===== src/rtl/rom_burst_reader_if.sv =====
// Handshake bundle for rom_burst_reader: burst command, abort, and the
// valid/ready stream of ROM words. When ROM_PARITY_EN is defined the bundle
// also carries parity_o alongside the data.
interface rom_burst_reader_if #(
    parameter int W  = 32,
    parameter int AW = 8
);
    logic          start_i;
    logic [AW-1:0] addr_i;
    logic [AW-1:0] len_i;
    logic          abort_i;
    logic          ready_i;
    logic [W-1:0]  data_o;
    logic          valid_o;
    logic [AW-1:0] addr_o;
    logic          last_o;
    logic          oor_o;
    logic          busy_o;
    logic          done_o;
`ifdef ROM_PARITY_EN
    logic          parity_o;
`endif

    // Consumer / command side
    modport master (
        output start_i, addr_i, len_i, abort_i, ready_i,
`ifdef ROM_PARITY_EN
        input  parity_o,
`endif
        input  data_o, valid_o, addr_o, last_o, oor_o, busy_o, done_o
    );

    // ROM burst engine side
    modport slave (
        input  start_i, addr_i, len_i, abort_i, ready_i,
`ifdef ROM_PARITY_EN
        output parity_o,
`endif
        output data_o, valid_o, addr_o, last_o, oor_o, busy_o, done_o
    );
endinterface


===== src/rtl/rom_burst_reader.sv =====
// Synchronous ROM with a burst-read engine. One start command (base, length-1)
// streams consecutive words over valid/ready, wrapping at 2**AW, with abort and
// a one-cycle done pulse. Optional macro ROM_PARITY_EN adds a registered even
// parity bit of data_o.
//
//   state | meaning
//   ------+--------------------------------------------------------------
//   IDLE  | no burst; start_i accepted, abort_i ignored, valid_o low
//   RUN   | burst active; output register refilled while beats remain
module rom_burst_reader #(
    parameter int            W     = 32,
    parameter int            AW    = 8,
    parameter int            DEPTH = 8,
    parameter logic [W-1:0]  FILL  = {W{1'b1}}
) (
    input  logic               clk_i,
    input  logic               rst_i,
    rom_burst_reader_if.slave  bus
);

    typedef enum logic {IDLE = 1'b0, RUN = 1'b1} state_t;

    state_t        state_q, state_d;
    logic [AW-1:0] rd_addr_q;
    logic [AW-1:0] remain_q;
    logic          pending_q;

    logic [W-1:0]  data_q;
    logic [AW-1:0] addr_q;
    logic          valid_q, last_q, oor_q, done_q;

    logic          accept, load, finish, do_start, do_abort;
    logic          rd_oor;
    logic [W-1:0]  rd_word;

    // Fixed contents; words past the table read zero, unpopulated reads FILL.
    function automatic logic [W-1:0] rom_word(input logic [AW-1:0] a, input logic oor);
        logic [31:0] base;
        case (32'(a))
            32'd0:   base = 32'h0123_4567;
            32'd1:   base = 32'h7654_3210;
            32'd2:   base = 32'hABC2_4681;
            32'd3:   base = 32'hCD12_0201;
            32'd4:   base = 32'hCACA_2357;
            32'd5:   base = 32'hF56A_C87F;
            32'd6:   base = 32'hDED0_5BA7;
            32'd7:   base = 32'h1111_1111;
            default: base = 32'h0000_0000;
        endcase
        return oor ? FILL : W'(base);
    endfunction

    assign rd_oor  = (32'(rd_addr_q) >= DEPTH);
    assign rd_word = rom_word(rd_addr_q, rd_oor);

    // Output/control decode: handshake, refill and termination conditions.
    always_comb begin
        accept   = valid_q & bus.ready_i;
        do_start = (state_q == IDLE) & bus.start_i;
        do_abort = (state_q == RUN) & bus.abort_i;
        load     = (state_q == RUN) & pending_q & (~valid_q | bus.ready_i) & ~bus.abort_i;
        finish   = (state_q == RUN) & accept & last_q & ~bus.abort_i;
    end

    // Next-state logic.
    always_comb begin
        state_d = state_q;
        case (state_q)
            IDLE:    if (do_start) state_d = RUN;
            RUN:     if (do_abort || finish) state_d = IDLE;
            default: state_d = IDLE;
        endcase
    end

    // State register plus read address and remaining-beat down-counter.
    always_ff @(posedge clk_i) begin
        if (rst_i) begin
            state_q   <= IDLE;
            rd_addr_q <= '0;
            remain_q  <= '0;
            pending_q <= 1'b0;
        end else begin
            state_q <= state_d;
            if (do_start) begin
                rd_addr_q <= bus.addr_i;
                remain_q  <= bus.len_i;
                pending_q <= 1'b1;
            end else if (do_abort) begin
                pending_q <= 1'b0;
            end else if (load) begin
                rd_addr_q <= rd_addr_q + AW'(1);
                if (remain_q == '0) pending_q <= 1'b0;
                else                remain_q  <= remain_q - AW'(1);
            end
        end
    end

    // Output register: refill on load, drop valid on a bare accept or abort.
    always_ff @(posedge clk_i) begin
        if (rst_i) begin
            data_q  <= '0;
            addr_q  <= '0;
            valid_q <= 1'b0;
            last_q  <= 1'b0;
            oor_q   <= 1'b0;
            done_q  <= 1'b0;
        end else begin
            done_q <= finish;
            if (do_abort) begin
                valid_q <= 1'b0;
                last_q  <= 1'b0;
            end else if (load) begin
                data_q  <= rd_word;
                addr_q  <= rd_addr_q;
                valid_q <= 1'b1;
                last_q  <= (remain_q == '0);
                oor_q   <= rd_oor;
            end else if (accept) begin
                valid_q <= 1'b0;
                last_q  <= 1'b0;
            end
        end
    end

`ifdef ROM_PARITY_EN
    logic parity_q;

    // Parity travels with the data word it describes.
    always_ff @(posedge clk_i) begin
        if (rst_i)     parity_q <= 1'b0;
        else if (load) parity_q <= ^rd_word;
    end

    assign bus.parity_o = parity_q;
`endif

    assign bus.data_o  = data_q;
    assign bus.addr_o  = addr_q;
    assign bus.valid_o = valid_q;
    assign bus.last_o  = last_q;
    assign bus.oor_o   = oor_q;
    assign bus.done_o  = done_q;
    assign bus.busy_o  = (state_q != IDLE);

endmodule


===== src/flat_wrapper.sv =====
// flat-port wrapper written by rule: the top's interface ports become plain ports
module rom_burst_reader_flat 
#(
    parameter int            W     = 32,
    parameter int            AW    = 8,
    parameter int            DEPTH = 8,
    parameter logic [W-1:0]  FILL  = {W{1'b1}}
)
  (clk_i, rst_i, bus_start_i, bus_addr_i, bus_len_i, bus_abort_i, bus_ready_i, bus_data_o, bus_valid_o, bus_addr_o, bus_last_o, bus_oor_o, bus_busy_o, bus_done_o);
  rom_burst_reader_if #(.W(W), .AW(AW)) bus_i ();
  input  logic clk_i;
  input  logic rst_i;
  input wire logic [$bits(bus_i.start_i)-1:0] bus_start_i;
  input wire logic [$bits(bus_i.addr_i)-1:0] bus_addr_i;
  input wire logic [$bits(bus_i.len_i)-1:0] bus_len_i;
  input wire logic [$bits(bus_i.abort_i)-1:0] bus_abort_i;
  input wire logic [$bits(bus_i.ready_i)-1:0] bus_ready_i;
  output wire logic [$bits(bus_i.data_o)-1:0] bus_data_o;
  output wire logic [$bits(bus_i.valid_o)-1:0] bus_valid_o;
  output wire logic [$bits(bus_i.addr_o)-1:0] bus_addr_o;
  output wire logic [$bits(bus_i.last_o)-1:0] bus_last_o;
  output wire logic [$bits(bus_i.oor_o)-1:0] bus_oor_o;
  output wire logic [$bits(bus_i.busy_o)-1:0] bus_busy_o;
  output wire logic [$bits(bus_i.done_o)-1:0] bus_done_o;
  assign bus_i.start_i = bus_start_i;
  assign bus_i.addr_i = bus_addr_i;
  assign bus_i.len_i = bus_len_i;
  assign bus_i.abort_i = bus_abort_i;
  assign bus_i.ready_i = bus_ready_i;
  assign bus_data_o = bus_i.data_o;
  assign bus_valid_o = bus_i.valid_o;
  assign bus_addr_o = bus_i.addr_o;
  assign bus_last_o = bus_i.last_o;
  assign bus_oor_o = bus_i.oor_o;
  assign bus_busy_o = bus_i.busy_o;
  assign bus_done_o = bus_i.done_o;
  rom_burst_reader #(.W(W), .AW(AW), .DEPTH(DEPTH), .FILL(FILL)) u_core (.clk_i(clk_i), .rst_i(rst_i), .bus(bus_i));
endmodule

===== config.mk =====
export PLATFORM = sky130hd
export DESIGN_NAME = rom_burst_reader_flat
export DESIGN_NICKNAME = d
export VERILOG_FILES = /design/src/rtl/rom_burst_reader_if.sv /design/src/rtl/rom_burst_reader.sv /design/src/flat_wrapper.sv
export SDC_FILE = /design/constraint.sdc
export NUM_CORES = 1
export LEC_CHECK = 0
export CORE_AREA = 4 4 114 116
export CTS_CLUSTER_DIAMETER = 30
export DETAILED_ROUTE_END_ITERATION = 8
export DIE_AREA = 0 0 118 120
export HOLD_SLACK_MARGIN = 0.02
export PLACE_DENSITY = 0.55
export SLEW_MARGIN = 5
export SYNTH_ARGS = -nofsm -noshare
export SYNTH_HDL_FRONTEND = slang
export SYNTH_SLANG_ARGS = --single-unit
export TNS_END_PERCENT = 1

===== constraint.sdc =====
create_clock -name clk_i -period 2.7 [get_ports clk_i]
set_input_delay 0.675 -clock clk_i [delete_from_list [all_inputs] [get_ports clk_i]]
set_output_delay 0.675 -clock clk_i [all_outputs]
set_load 0.01 [all_outputs]

; ---- Yosys cells after proc, flatten, opt, wreduce, memory -nomap -nowiden
; Memory sizes are Yosys's and may differ from the RTL's. A register that Yosys moved wholly into a read port is not among the register bits.
; Index checks and enable logic that the tools add are counted.
[op_classes]
div_mod_pow = 0
add_sub_neg = 2
eq_ne = 2
mul = 0
order_cmp = 1
bitwise = 14
n_shift = 0
n_reduce_logical = 12
mux = 21
[ops]
columns = op, count
row1 = $mux 32, 2
row2 = $mux 8, 7
row3 = $and 1x1->1, 9
row4 = $mux 1, 9
row5 = $add 8x1->8 const B, 1
row6 = $ge 8x4->1 const B, 1
row7 = $logic_not 8->1, 1
row8 = $sub 8x1->8 const B, 1
row9 = $mux 3, 2
row10 = $reduce_and 2->1, 3
row11 = $reduce_bool 3->1, 2
row12 = $logic_not 5->1, 1
row13 = $ne 2x1->1 const B, 2
row14 = $not 1->1, 4
row15 = $reduce_bool 2->1, 2
row16 = $reduce_and 3->1, 1
row17 = $pmux 1 s2, 1
row18 = $reduce_or 2->1, 1
row19 = $logic_or 1x1->1, 1
row20 = $or 1x1->1, 1
[totals]
regBits = 62
latchBits = 0
n_memories = 1
word_cells = 63
ramBits = 0
mem_bits_ro = 256
inputBits = 21
out_inout_bits = 45
[mem_list]
columns = memory, words, width, read_ports, rd_clocked_by_memory_dff, write_ports, line
row1 = (no name shown), 8, 32, 1, 1, 0, rom_burst_reader.sv:39  ; case (32'(a))

; ---- Logic depth before layout (Yosys ltp)
[depth]
depth_word = 9
mapped_depth = 8
ltp_nobuf = 8

; ---- Worst setup path after synthesis
; OpenSTA, ideal clock, no wires.
[synth_path]
path_kind = input to register
start = input bus_abort_i
end = register (tool-made name)
path_buffers = 1
stages = 7
setup_ns = 0.121
setup_slack_ns = 0.343
arrival_time_ns = 2.236
required_time_ns = 2.579
cell_sequence = and3b_1 buf_6 nand2_4 a2111oi_4 inv_4 ha_1 mux2_4
[synth_rtl]
columns = element, line
row1 = from (decl), flat_wrapper.sv:16  ; input wire logic [$bits(bus_i.abort_i)-1:0] bus_abort_i;

==> results.json <==
{
  "cts_sinks": 90,
  "cts_tree": "built",
  "final-max-slew-violation-count": 0,
  "drc": 0,
  "cts_resized": 0,
  "cp-end-kind": "register",
  "die_area_um2": 14200,
  "p_leak_nw": 1.81,
  "min_path_type": "reg -> reg",
  "place_area_um2": 4510,
  "ys_seq_elements": 90,
  "yosysSeqAreaShare_pct": 51.0,
  "grt_usage_pct": 12.4,
  "dp_slack_ns": -0.140,
  "multiInputGateArea_um2": 1570,
  "fp.dieH_um": 120,
  "met2_usage_pct": 19.8,
  "cts_buffers": 9,
  "cp.arrival_ns": 2.74,
  "finClkSkew_ns": 0.00964,
  "vias": 2749,
  "vdd_drop_max_mv": 0.276,
  "path_class": "in -> reg",
  "syn_area_um2": 3530,
  "use_met3_pct": 4.85,
  "synth_edf_count": 0,
  "place_hpwl_um": 6130,
  "antenna_found_initial": 0,
  "yosys_warnings": 0,
  "core_area_um2": 11900,
  "insertion_delay_ns": 0.35,
  "cts_hold_buffers": 0,
  "power_density_nw_per_um2": 640,
  "busiest_layer": "met2",
  "root_buffer": "clkbuf_16",
  "critPathRequiredTime_ns": 2.97,
  "clk_pin_slew_ns": 0.08,
  "dr.first_iter.drc_count": 127,
  "period_share_pct": 91.7,
  "grt_pass1_vias": 2797,
  "fmax_mhz": 404,
  "gp_congestion": 0.827,
  "final_antenna_net_count": 0,
  "std_cell_rows": 40,
  "wire_per_inst_um": 14.8,
  "postSynthCellCount": 333,
  "grt_setup_unrepaired": "false",
  "grt_max_degree": 32,
  "cap_violations": 0,
  "dr.pass1.iters": 5,
  "area_growth_pct": 36.4,
  "power.total_w": 0.00308,
  "vias_per_cell": 4.84,
  "wirelength_um": 8400,
  "cts_buffer_depth": 2,
  "avgSynthCellArea_um2": 10.6,
  "regArea_um2": 1800,
  "diodes": 0,
  "setup_viol": 0,
  "ys_types": 53,
  "post_cts_buffers": 0,
  "status": "finished clean",
  "fin_cells": 568,
  "fp.dieW_um": 118,
  "dpl.cell_count": 552,
  "max_slew.worst_pin.slew_ns": 0.460,
  "htreeDepth": 3,
  "met1_usage_pct": 15.3,
  "design_area_um2": 4810,
  "layout-drive-gt1-share_pct": 22.1,
  "hold_viol": 0,
  "synthArstFlopShare_pct": 0,
  "hold_ws_ns": 0.462,
  "slew_headroom_pct": 69.1,
  "cp_max_fo": 13,
  "fin_nets": 449,
  "fill_cells": 1162,
  "ys.flop_type": "dfxtp_1",
  "grt_pass1_wl_um": 14200,
  "fin_ws_ns": 0.224,
  "grt_overflow": 0,
  "io_buffers": 65,
  "synth_fp_nets": 366,
  "initial_core_util_pct": 29.6,
  "io_pins": 66,
  "final.min_clock_period_ns": 2.48,
  "start_kind": "primary input"
}
cell type report:
class	count	share of cell area (%)
well taps	147	3.82
flip-flops and latches	90	37.4
clock buffers	9	4.68
multi-input cells	203	32.5
clock inverters	7	1.69
repair buffers	99	18.8
inverters	13	1.07
critical path, stage by stage:
cell and delay, ns:
clkdlybuf4s50_1 0.46, and3b_1 0.36, a311oi_1 0.12, buf_4 0.15, a311oi_4 0.41, buf_4 0.32, mux2i_1 0.24
cells in the mapped netlist (all sizes together), types with 2 or more instances:
cell	instances	area [um2]
dfxtp	90	1800
a311oi	3	26.3
nor4	3	18.8
or4	3	22.5
a2111oi	2	36.3
o221a	30	338
nor3	9	45.0
xnor2	2	17.5
or3	2	12.5
and4	2	17.5
a211oi	6	45.0
nor2b	3	18.8
ha	12	150
or2	2	12.5
o21ai	13	68.8
a31oi	6	37.5
nand2b	3	18.8
a21oi	17	85.1
buf	11	73.8
nand3	9	45.0
nand2	24	97.6
nor2	11	43.8
inv	12	47.6
clkbuf	16	60.1
mux2i	20	200
mux2	4	48.8
nand4	2	12.5
kinds of logic after synthesis:
kind of cell,share of synthesized area (%)
flops,51.0
compound gates,20.0
simple gates,11.9
buf+inv,5.25
mux,7.05
fa+ha+maj,4.25
xor+xnor,0.496
layer usage:
| metal | wire (um) | vias up |
|---|---|---|
| met5 | 0 | - |
| met3 | 441 | 11 |
| li1 | - | 1401 |
| met4 | 142 | 0 |
| met2 | 3790 | 71 |
| met1 | 4030 | 1266 |
worst paths after layout:
kind	startpoint	to	slack (ns)	cells past startpoint
setup reg to reg	u_core.rd_addr_q[0]$_SDFFE_PP0N_	register	0.54	9
setup / recovery	bus_abort_i	register	0.22	7
hold / removal	u_core.bus.addr_o[0]$_SDFFE_PP0P_	u_core.bus.addr_o[0]$_SDFFE_PP0P_	0.46	2
hold reg to reg	u_core.bus.addr_o[0]$_SDFFE_PP0P_	u_core.bus.addr_o[0]$_SDFFE_PP0P_	0.46	2
stage by stage:
| stage | setup TNS, ns | utilization (%) |
|---|---|---|
| 6_report | 0 | 40.4 |
| 5_1_grt | 0 | 40.4 |
| 4_1_cts | 0 | 40.4 |
| 3_5_place_dp | -1.90 | 37.8 |
| 3_3_place_gp | -1.25 | 37.8 |
| 2_1_floorplan | 0 | - |
report_power, final:
group | internal (W) | switching [W]
Sequential | 0.00142 | 0.0000526
Clock | 0.000659 | 0.000587
Combinational | 0.000184 | 0.000177
cell usage in the layout, fill, tap and decap left out, drive strengths merged, types with 9 or more instances in the layout:
master / count
o21ai: 13
a21oi: 17
clkdlybuf4s50: 65
nand2: 24
mux2i: 20
nor3: 9
inv: 15
nand3: 9
o221a: 30
dfxtp: 90
clkbuf: 9
ha: 12
nor2: 11
buf: 34
No activity file was read; power rests on OpenSTA's default activity.
